### src/rtl/doodle_pkg.sv
// Shared definitions for the jump-game platform field: default playfield
// geometry, LFSR seed/taps, the scan FSM state type and the initial layout.
package doodle_pkg;

  localparam logic [1:0]  ST_PLAY = 2'd2;

  localparam int unsigned NUM_PLAT_D    = 8;
  localparam int unsigned MAP_WIDTH_D   = 640;
  localparam int unsigned MAP_HEIGHT_D  = 480;
  localparam int unsigned PLAT_WIDTH_D  = 64;
  localparam int unsigned PLAT_HEIGHT_D = 8;

  localparam int unsigned COORD_W = 10;
  localparam int unsigned LFSR_W  = 16;

  // x^16 + x^14 + x^13 + x^11 + 1, bit 15 is the x^16 term
  localparam logic [15:0] LFSR_SEED = 16'hACE1;
  localparam logic [15:0] LFSR_TAPS = 16'hB400;

  typedef enum logic [1:0] {
    IDLE = 2'd0,
    SCAN = 2'd1,
    DONE = 2'd2
  } pm_state_e;

  // Platform i starts stacked upward from just above the bottom edge.
  function automatic logic [9:0] init_y(int unsigned i, int unsigned map_h,
                                        int unsigned n);
    return 10'(map_h - 16 - i * (map_h / n));
  endfunction

  // Platform 0 is centred under the figure's spawn point; others are spread.
  function automatic logic [9:0] init_x(int unsigned i, int unsigned map_w,
                                        int unsigned plat_w);
    if (i == 0) return 10'((map_w - plat_w) / 2);
    return 10'((i * 149) % (map_w - plat_w));
  endfunction

endpackage

### src/rtl/plat_lfsr.sv
// Free-running 16-bit Fibonacci LFSR supplying respawn x positions.
// Ports: clk, rst_n (async, active-low, loads the seed), rnd = low 10 bits.
module plat_lfsr
  import doodle_pkg::*;
(
  input  logic       clk,
  input  logic       rst_n,
  output logic [9:0] rnd
);

  logic [LFSR_W-1:0] lfsr_q;
  logic              fb;

  assign fb  = ^(lfsr_q & LFSR_TAPS);
  assign rnd = lfsr_q[9:0];

  // Steps every cycle regardless of game state.
  always_ff @(posedge clk or negedge rst_n) begin
    if (!rst_n) lfsr_q <= LFSR_SEED;
    else        lfsr_q <= {lfsr_q[LFSR_W-2:0], fb};
  end

endmodule

### src/rtl/platform_manager.sv
// Platform field owner: scrolls NUM_PLAT platforms by `advance` each frame,
// respawns those leaving the bottom, and reports landing (hit/floor).
// Ports: clk, rst_n, frame strobe, game state, figure pos/size/fly/spd_y,
//   advance; rd_idx -> rd_x/rd_y (combinational); hit, floor, busy, score.
// Optional: define PLAT_SCORE_EN for the saturating score register,
//   otherwise score is tied to zero.
module platform_manager
  import doodle_pkg::*;
#(
  parameter  int unsigned NUM_PLAT    = NUM_PLAT_D,
  parameter  int unsigned MAP_WIDTH   = MAP_WIDTH_D,
  parameter  int unsigned MAP_HEIGHT  = MAP_HEIGHT_D,
  parameter  int unsigned PLAT_WIDTH  = PLAT_WIDTH_D,
  parameter  int unsigned PLAT_HEIGHT = PLAT_HEIGHT_D,
  localparam int unsigned IDX_W       = $clog2(NUM_PLAT)
) (
  input  logic             clk,
  input  logic             rst_n,
  input  logic             frame,
  input  logic [1:0]       state,
  input  logic [9:0]       pos_x,
  input  logic [9:0]       pos_y,
  input  logic [7:0]       fig_width,
  input  logic [7:0]       fig_height,
  input  logic             fly,
  input  logic [3:0]       spd_y,
  input  logic [3:0]       advance,
  input  logic [IDX_W-1:0] rd_idx,
  output logic [9:0]       rd_x,
  output logic [9:0]       rd_y,
  output logic             hit,
  output logic [9:0]       floor,
  output logic             busy,
  output logic [15:0]      score
);

  localparam int unsigned SPAN = MAP_WIDTH - PLAT_WIDTH;

  pm_state_e st_q, st_d;

  logic [9:0]       plat_x [NUM_PLAT];
  logic [9:0]       plat_y [NUM_PLAT];
  logic [IDX_W-1:0] idx_q;
  logic             match_q;
  logic [9:0]       cand_q;

  logic [9:0] px_q, py_q;
  logic [7:0] fw_q, fh_q;
  logic       fly_q;
  logic [3:0] spd_q, adv_q;

  logic       playing;
  logic [9:0] rnd, resp_x, new_x, new_y;
  logic [10:0] ny, feet, top_hi;
  logic       wrap, hit_now;

  assign playing = (state == ST_PLAY);
  assign rd_x    = plat_x[rd_idx];
  assign rd_y    = plat_y[rd_idx];
  assign busy    = (st_q != IDLE);

  plat_lfsr u_lfsr (
    .clk   (clk),
    .rst_n (rst_n),
    .rnd   (rnd)
  );

  // Fold the 10-bit random value into the legal platform x range.
  assign resp_x = (rnd <= 10'(SPAN)) ? rnd : rnd - 10'(SPAN);

  // Scroll/respawn and landing test for the platform under the scan index.
  always_comb begin
    ny      = 11'(plat_y[idx_q]) + 11'(adv_q);
    wrap    = (ny >= 11'(MAP_HEIGHT));
    new_y   = wrap ? 10'(ny - 11'(MAP_HEIGHT)) : ny[9:0];
    new_x   = wrap ? resp_x : plat_x[idx_q];
    feet    = 11'(py_q) + 11'(fh_q);
    top_hi  = 11'(new_y) + 11'(PLAT_HEIGHT) + 11'(spd_q);
    hit_now = !fly_q
           && (feet >= 11'(new_y)) && (feet <= top_hi)
           && (11'(px_q) + 11'(fw_q) > 11'(new_x))
           && (11'(px_q) < 11'(new_x) + 11'(PLAT_WIDTH));
  end

  // FSM state register.
  always_ff @(posedge clk or negedge rst_n) begin
    if (!rst_n) st_q <= IDLE;
    else        st_q <= st_d;
  end

  // FSM next state; leaving play aborts on the same edge.
  always_comb begin
    st_d = st_q;
    if (!playing) begin
      st_d = IDLE;
    end else begin
      case (st_q)
        IDLE:    if (frame) st_d = SCAN;
        SCAN:    if (idx_q == IDX_W'(NUM_PLAT - 1)) st_d = DONE;
        DONE:    st_d = IDLE;
        default: st_d = IDLE;
      endcase
    end
  end

  // Platform field, frame latches and landing result.
  always_ff @(posedge clk or negedge rst_n) begin
    if (!rst_n) begin
      for (int unsigned i = 0; i < NUM_PLAT; i++) begin
        plat_x[i] <= init_x(i, MAP_WIDTH, PLAT_WIDTH);
        plat_y[i] <= init_y(i, MAP_HEIGHT, NUM_PLAT);
      end
      idx_q   <= '0;
      match_q <= 1'b0;
      cand_q  <= '0;
      px_q    <= '0;
      py_q    <= '0;
      fw_q    <= '0;
      fh_q    <= '0;
      fly_q   <= 1'b0;
      spd_q   <= '0;
      adv_q   <= '0;
      hit     <= 1'b0;
      floor   <= '0;
    end else if (!playing) begin
      for (int unsigned i = 0; i < NUM_PLAT; i++) begin
        plat_x[i] <= init_x(i, MAP_WIDTH, PLAT_WIDTH);
        plat_y[i] <= init_y(i, MAP_HEIGHT, NUM_PLAT);
      end
      hit <= 1'b0;
    end else begin
      case (st_q)
        IDLE: if (frame) begin
          px_q    <= pos_x;
          py_q    <= pos_y;
          fw_q    <= fig_width;
          fh_q    <= fig_height;
          fly_q   <= fly;
          spd_q   <= spd_y;
          adv_q   <= advance;
          idx_q   <= '0;
          match_q <= 1'b0;
        end
        SCAN: begin
          plat_x[idx_q] <= new_x;
          plat_y[idx_q] <= new_y;
          if (hit_now && !match_q) begin
            match_q <= 1'b1;
            cand_q  <= new_y;
          end
          idx_q <= idx_q + 1'b1;
        end
        DONE: begin
          hit <= match_q;
          if (match_q) floor <= cand_q;
        end
        default: ;
      endcase
    end
  end

`ifdef PLAT_SCORE_EN
  logic [16:0] score_sum;
  assign score_sum = {1'b0, score} + 17'(adv_q);

  // Accumulated height, saturating.
  always_ff @(posedge clk or negedge rst_n) begin
    if (!rst_n)                   score <= '0;
    else if (!playing)            score <= '0;
    else if (st_q == DONE)        score <= score_sum[16] ? 16'hFFFF : score_sum[15:0];
  end
`else
  assign score = 16'd0;
`endif

endmodule
### config.mk
export PLATFORM = sky130hd
export DESIGN_NAME = platform_manager
export DESIGN_NICKNAME = d
export VERILOG_FILES = /design/src/rtl/doodle_pkg.sv /design/src/rtl/plat_lfsr.sv /design/src/rtl/platform_manager.sv
export SDC_FILE = /design/constraint.sdc
export NUM_CORES = 1
export LEC_CHECK = 0
export CORE_MARGIN = 2
export CORE_UTILIZATION = 55
export DETAILED_ROUTE_END_ITERATION = 10
export PLACE_DENSITY = 0.75
export SYNTH_ARGS = -nofsm -noshare
export SYNTH_HDL_FRONTEND = slang
export SYNTH_HIERARCHICAL = 1
export SYNTH_SLANG_ARGS = --single-unit
### constraint.sdc
create_clock -name clk -period 9.5 [get_ports clk]
set_clock_uncertainty 0.2 [all_clocks]
set_input_delay 1.425 -clock clk [delete_from_list [all_inputs] [get_ports clk]]
set_output_delay 1.425 -clock clk [all_outputs]
set_load 0.1 [all_outputs]
==> impl_metrics.csv, run 1 <==
group,metric,value,unit
min_path,min_from,"u_lfsr/lfsr_q[14]",
synthesis,ys_seq_area_share,44.43,%
power,swShare,34.62,%
cts,cts_root_buf,"clkbuf_16",
final_layout,nets,1491,
synthesis,syn_area,0.01417,mm2
sta,timing.final.crit_share,88.75,%
cts,cts_buffer_depth,3,
floorplanning,start_util,56.11,%
floorplanning,core_region_area,0.02525,mm2
synthesis,synth_ff_type,"dfrtp_1",
worst_setup_path,worstPathArrival,8.64,ns
cts,ctsHtreeMaxLevel,1,
grt,antenna_found_initial,0,
sta,worstMarginPinSlew,1.380,ns
final_layout,drive_above_1_share,23.41,%
worst_setup_path,critPathLaunchType,"register",
cts,cts_tree,"built",
worst_setup_path,endpoint_kind,"register",
synthesis,syn_inst,1288,
worst_setup_path,crit_slowest_cell,"dfrtp_2",
worst_setup_path,timing.critical_path.buf_inv,3,
final_layout,area_growth,13.72,%
synthesis,syn_area_per_cell,11.00,um2
power,p_int,2197,uW
place,post-dp-hpwl,27.89,mm
worst_setup_path,crit_path_max_fanout,22,
sta,finalMaxSlewViolations,0,
synthesis,synth_edf_count,0,
min_path,min_path_type,"reg2reg",
worst_setup_path,crit_type,"reg2reg",
status,status,"complete, no violations",
power,p_leak,0.006756,uW
grt,grt_usage,30.72,%
cts,cts_sinks,248,
synthesis,synth.yosys.warnings,6,
power,p_clk_share,30.6,%
sta,hold_viol,0,
power,ir_drop,0.0001609,V
sta,max_slew_margin,7.368,%
final_layout,post-route-util,63.81,%
power,power_switching,1163,uW
drt,drtAntennaViolNets,0,
sta,max_freq,118.6,MHz
floorplanning,die-area,0.02707,mm2
sta,tns,0,ns
drt,avgViaCountPerCell,6.380,
worst_setup_path,crit_required,9.71,ns
job,drv_cap,0,
cts,cts_setup_buffers,0,
power,seq_power_share,34.8,%
drt,drt_pass1_iterations,5,
worst_setup_path,crit_path_frequent_cell,"nor2_1",
worst_setup_path,max_stage_delay,0.70,ns
cts,cts_buffers,27,
grt,grt_pass1_wl,63.03,mm
synthesis,ys_seq_elements,248,
power,p_per_area,208.5,mW/mm2
sta,layout_min_cycle_time,8.431,ns
floorplanning,ios,101,
cts,clk_latency,0.54,ns
drt,drc,0,
synthesis,yosys.cell_types.count,67,
drt,dr_total_vias,10910,
grt,overflow,0,
cts,post_cts_resized,0,
final_layout,antenna_cells,0,
cts,clk_pin_slew,0.06,ns
place,place.gp.congestion,0.9440,
sta,rsz0062_at_grt,"no",
power,combPwrFrac,34.6,%
worst_setup_path,cpLargestDelayFamily,"compound AO/OA/AOI/OAI gates",
worst_setup_path,cp-startpoint,"idx_q[2]",
drt,wl_per_cell,23.61,um
cts,postCtsHoldBufs,0,
floorplanning,die_w,164.5,um
worst_setup_path,r2r-start,"idx_q[2]",
drt,wl,40.38,mm
drt,drtIter0Drc,1162,
grt,grt_pass1_vias,11090,
place,portBuffers,84,
floorplanning,rows,58,
floorplanning,die_h,164.5,um
sta,setup_viol,0,
grt,grt_max_degree,109,
synthesis,async_reset_ff_share,100.0,%
-- through the flow --
step	area (um2)	instances	setup WS [ns]	hold slack (ns)	power, uW
6_report	16120	1710	1.069	0.1572	3360
4_1_cts	16120	1710	1.230	0.1642	3366
5_1_grt	16120	1710	0.5152	0.1775	3560
3_5_place_dp	15240	1661	1.242	0.1517	2333
2_1_floorplan	14230	1303	1.693	0.1330	2022
3_3_place_gp	15240	1661	1.604	0.1367	2304
-- cell usage in the layout, fill, tap and decap left out, types with 50 or more instances in the layout --
cell type and n:
dfrtp_1 174, nor2_1 114, o21ai_0 113, nand2_1 111
mux2_2 104, a21oi_1 97, clkdlybuf4s50_1 81, ha_1 74
dfstp_2 72, mux4_2 50
-- logic make-up after synthesis --
logic type | count (synthesis) | synth area share [%]
AND/OR/NAND/NOR | 293 | 9.015
other | 2 | 0.05300
flip-flops | 248 | 44.43
multiplexers | 178 | 18.68
adder cells (fa/ha/maj) | 78 | 7.099
XOR/XNOR | 35 | 2.163
buffers and inverters | 125 | 4.318
AO/OA/AOI/OAI | 329 | 14.24
-- registers in the layout (all words and copies together) (netlist names) --
register,count
adv_q,4
cand_q,10
fh_q,8
floor,10
fly_q,1
fw_q,8
hit,1
idx_q,3
match_q,1
plat_x,80
plat_y,80
px_q,10
py_q,10
spd_q,4
st_q,2
u_lfsr/lfsr_q,16
-- final timing paths --
path	to	slack, ns	cells after the start
worst max-delay path	cand_q[7]	1.07	29
worst min-delay path	u_lfsr/lfsr_q[15]	0.16	0
worst max register to register	cand_q[7]	1.07	29
worst min register to register	u_lfsr/lfsr_q[15]	0.16	0
max in group asynchronous	fw_q[6]	6.89	2
min in group asynchronous	plat_x[30]	0.71	1
-- per-layer routing --
| metal | wire [um] | global-route usage (%) |
|---|---|---|
| met5 | 0 | 0 |
| met4 | 2036 | 13.72 |
| met3 | 4392 | 8.137 |
| met2 | 17860 | 46.33 |
| met1 | 16080 | 42.02 |
-- cells in the mapped netlist (all sizes together), types with 11 or more instances --
master	instances	area (um2)
nor2	115	431.7
dfrtp	176	4404
a21o	12	90.09
inv	37	138.9
mux2	104	1171
a221oi	20	175.2
xor2	13	113.9
a22o	18	157.7
mux2i	17	173.9
xnor2	22	192.7
a21oi	102	514.2
ha	74	925.9
o21ai	120	604.3
clkbuf	42	157.7
buf	39	289.0
dfstp	72	1892
nand2	111	416.7
mux4	57	1303
nor2b	11	68.82
-- final cells by class --
type / count / area [um2]
multi-input combinational: 930 / 7342
clock inverter: 11 / 96.34
clock buffer: 38 / 777.0
sequential: 248 / 6299
fill: 2038 / 9139
tap: 330 / 412.9
timing repair buffer: 109 / 1023
inverter: 44 / 165.2
-- power groups by stage --
stage	clock [uW]	combinational, uW	sequential [uW]
finish	1030	1160	1170
global placement	0	1120	1190
global route	1090	1300	1180
CTS	1040	1150	1170
floorplan	0	856	1170
detailed placement	0	1140	1190
Power figures use the tool's default switching activity.
==> run 2, diff against run 1 <==
--- a/config.mk
+++ b/config.mk
@@ -5,10 +5,10 @@
 export SDC_FILE = /design/constraint.sdc
 export NUM_CORES = 1
 export LEC_CHECK = 0
-export CORE_MARGIN = 2
-export CORE_UTILIZATION = 55
+export CORE_MARGIN = 5
+export CORE_UTILIZATION = 54
 export DETAILED_ROUTE_END_ITERATION = 10
-export PLACE_DENSITY = 0.75
+export PLACE_DENSITY = 0.77
 export SYNTH_ARGS = -nofsm -noshare
 export SYNTH_HDL_FRONTEND = slang
 export SYNTH_HIERARCHICAL = 1
==> constraint.sdc (replaced) <==
create_clock -name clk -period 6.9 [get_ports clk]
set_clock_uncertainty 0.2 [all_clocks]
set_input_delay 1.035 -clock clk [delete_from_list [all_inputs] [get_ports clk]]
set_output_delay 1.035 -clock clk [all_outputs]
set_load 0.1 [all_outputs]
==> impl_metrics.csv, run 2 (same netlist as run 1, synthesis figures left out) <==
group,metric,value,unit
status,status,"complete, no violations",
worst_setup_path,crit_slowest_cell,"or4_4",
cts,clk_latency,0.54,ns
cts,cts_buffer_depth,3,
final_layout,reg_top3,"plat_x: 80 flops, plat_y: 80 flops, u_lfsr/lfsr_q: 16 flops",
grt,grt_max_degree,133,
cts,clk_pin_slew,0.06,ns
worst_setup_path,endpoint_kind,"register",
cts,cts_root_buf,"clkbuf_16",
sta,setup_viol,0,
final_layout,area_growth,17.99,%
place,portBuffers,84,
power,p_per_area,291.1,mW/mm2
grt,grt_pass1_wl,63.42,mm
drt,wl_per_cell,23.18,um
worst_setup_path,r2r_cells,26,
worst_setup_path,crit_type,"reg2reg",
grt,antenna_found_initial,1,
sta,max_freq,148.5,MHz
place,pre_cts_ws,0.002739,ns
drt,drtIter0Drc,1147,
final_layout,multi_input_area,0.007496,mm2
final_layout,ff_latch_area,0.006299,mm2
final_layout,fill_cells,2031,
cts,cts_sinks,248,
floorplanning,die_h,172.0,um
min_path,min_from,"u_lfsr/lfsr_q[14]",
grt,overflow,0,
sta,hold_viol,0,
final_layout,post-route-util,64.35,%
sta,worst_slack,0.1638,ns
place,post-dp-hpwl,28.06,mm
power,p_leak,0.007066,uW
final_layout,drive_above_1_share,27.96,%
floorplanning,die_w,172.0,um
drt,drt_pass1_iterations,6,
cts,cts_tree,"built",
worst_setup_path,timing.rr.end,"cand_q[5]",
sta,timing.final.crit_share,97.63,%
min_path,hold_depth,0,
cts,postCtsHoldBufs,0,
worst_setup_path,max_stage_delay,0.58,ns
place,place.gp.congestion,0.9535,
drt,avgViaCountPerCell,6.327,
job,drv_cap,0,
final_layout,antenna_cells,0,
grt,grt_usage,27.48,%
worst_setup_path,crit_path_max_fanout,10,
floorplanning,start_util,54.54,%
power,ir_drop,0.0002537,V
cts,cts_buffers,27,
sta,finalMaxSlewViolations,0,
grt,grt_pass1_vias,11280,
drt,drtAntennaViolNets,0,
floorplanning,ios,101,
final_layout,layout_commonest_cell,"dfrtp_1",
worst_setup_path,r2r-start,"idx_q[2]",
cts,ctsHtreeMaxLevel,1,
drt,drc,0,
floorplanning,die-area,0.02958,mm2
drt,wl,40.85,mm
final_layout,nets,1538,
min_path,min_to,"u_lfsr/lfsr_q[15]",
worst_setup_path,crit_required,7.11,ns
worst_setup_path,critPathLaunchType,"register",
sta,worstMarginPinSlew,1.325,ns
floorplanning,core_region_area,0.02598,mm2
sta,holdWs,0.1590,ns
floorplanning,rows,59,
sta,tns,0,ns
drt,dr_total_vias,11150,
final_layout,layout_common_cells,"174 x dfrtp_1, 111 x nand2_1, 110 x nor2_1",
sta,layout_min_cycle_time,6.736,ns
min_path,min_path_type,"reg2reg",
worst_setup_path,worstPathArrival,6.94,ns
sta,max_slew_margin,11.33,%
worst_setup_path,rrSetupSlack,0.16,ns
run 2: cell count changes in the layout (fill, tap and decap cells not counted), moves of 4 or more:
cell | previous run | this run
o21ai_0 | 113 | 109
nor2_2 | 1 | 5
nor2_1 | 114 | 110
buf_4 | 25 | 69
bufinv_16 | 1 | 5
run 2: layout make-up:
cell class	count	share of cell area [%]
clock buffers	35	4.400
clock inverters	14	1.227
inverters	44	1.018
multi-input cells	930	44.83
flip-flops and latches	248	37.67
well taps	335	2.507
repair buffers	156	8.351
run 2: worst max-delay path, delay by kind of cell, from the launching register on:
family	cells	cell delay [ns]
and+or+nand+nor	5	1.08
xor gates and xnor gates	2	0.38
AOI/OAI and AO/OA	10	1.99
muxes	4	1.34
buffers and inverters	3	0.52
adders and majority gates	2	0.63
DFF	1	0.44
run 2: worst max-delay path by stage:
stage	end	slack [ns]	cells after the start	start
floorplan	cand_q[0]	0.03	29	idx_q[0]
global placement	cand_q[1]	0.32	30	idx_q[0]
detailed placement	cand_q[7]	0.003	30	idx_q[0]
CTS	cand_q[7]	0.02	30	idx_q[2]
global route	cand_q[5]	-0.1	26	idx_q[2]
finish	cand_q[5]	0.16	26	idx_q[2]
run 2: repair_timing:
item	in CTS	in global routing
resized for setup	0	31
setup endpoints to repair	9	11
cloned	0	1
buffers inserted	4	15
pin swaps	1	16
run 2: through the flow:
| step | std cells | instance area [um2] | total power [uW] |
|---|---|---|---|
| CTS | 1746 | 16480 | 4823 |
| global placement | 1693 | 15510 | 3222 |
| floorplan | 1303 | 14300 | 2794 |
| finish | 1762 | 16720 | 4868 |
| detailed placement | 1693 | 15510 | 3269 |
| global route | 1762 | 16720 | 5149 |
run 2: per-layer routing:
layer,global-route usage [%],wire length (um)
met4,8.988,1534
met2,43.16,18890
met5,0,0
met3,6.996,4454
met1,37.76,15970
run 2: report_power, final:
group | switching (uW) | internal, uW | total [uW]
clock network | 596 | 939 | 1540
registers | 64.9 | 1540 | 1610
logic | 993 | 734 | 1730
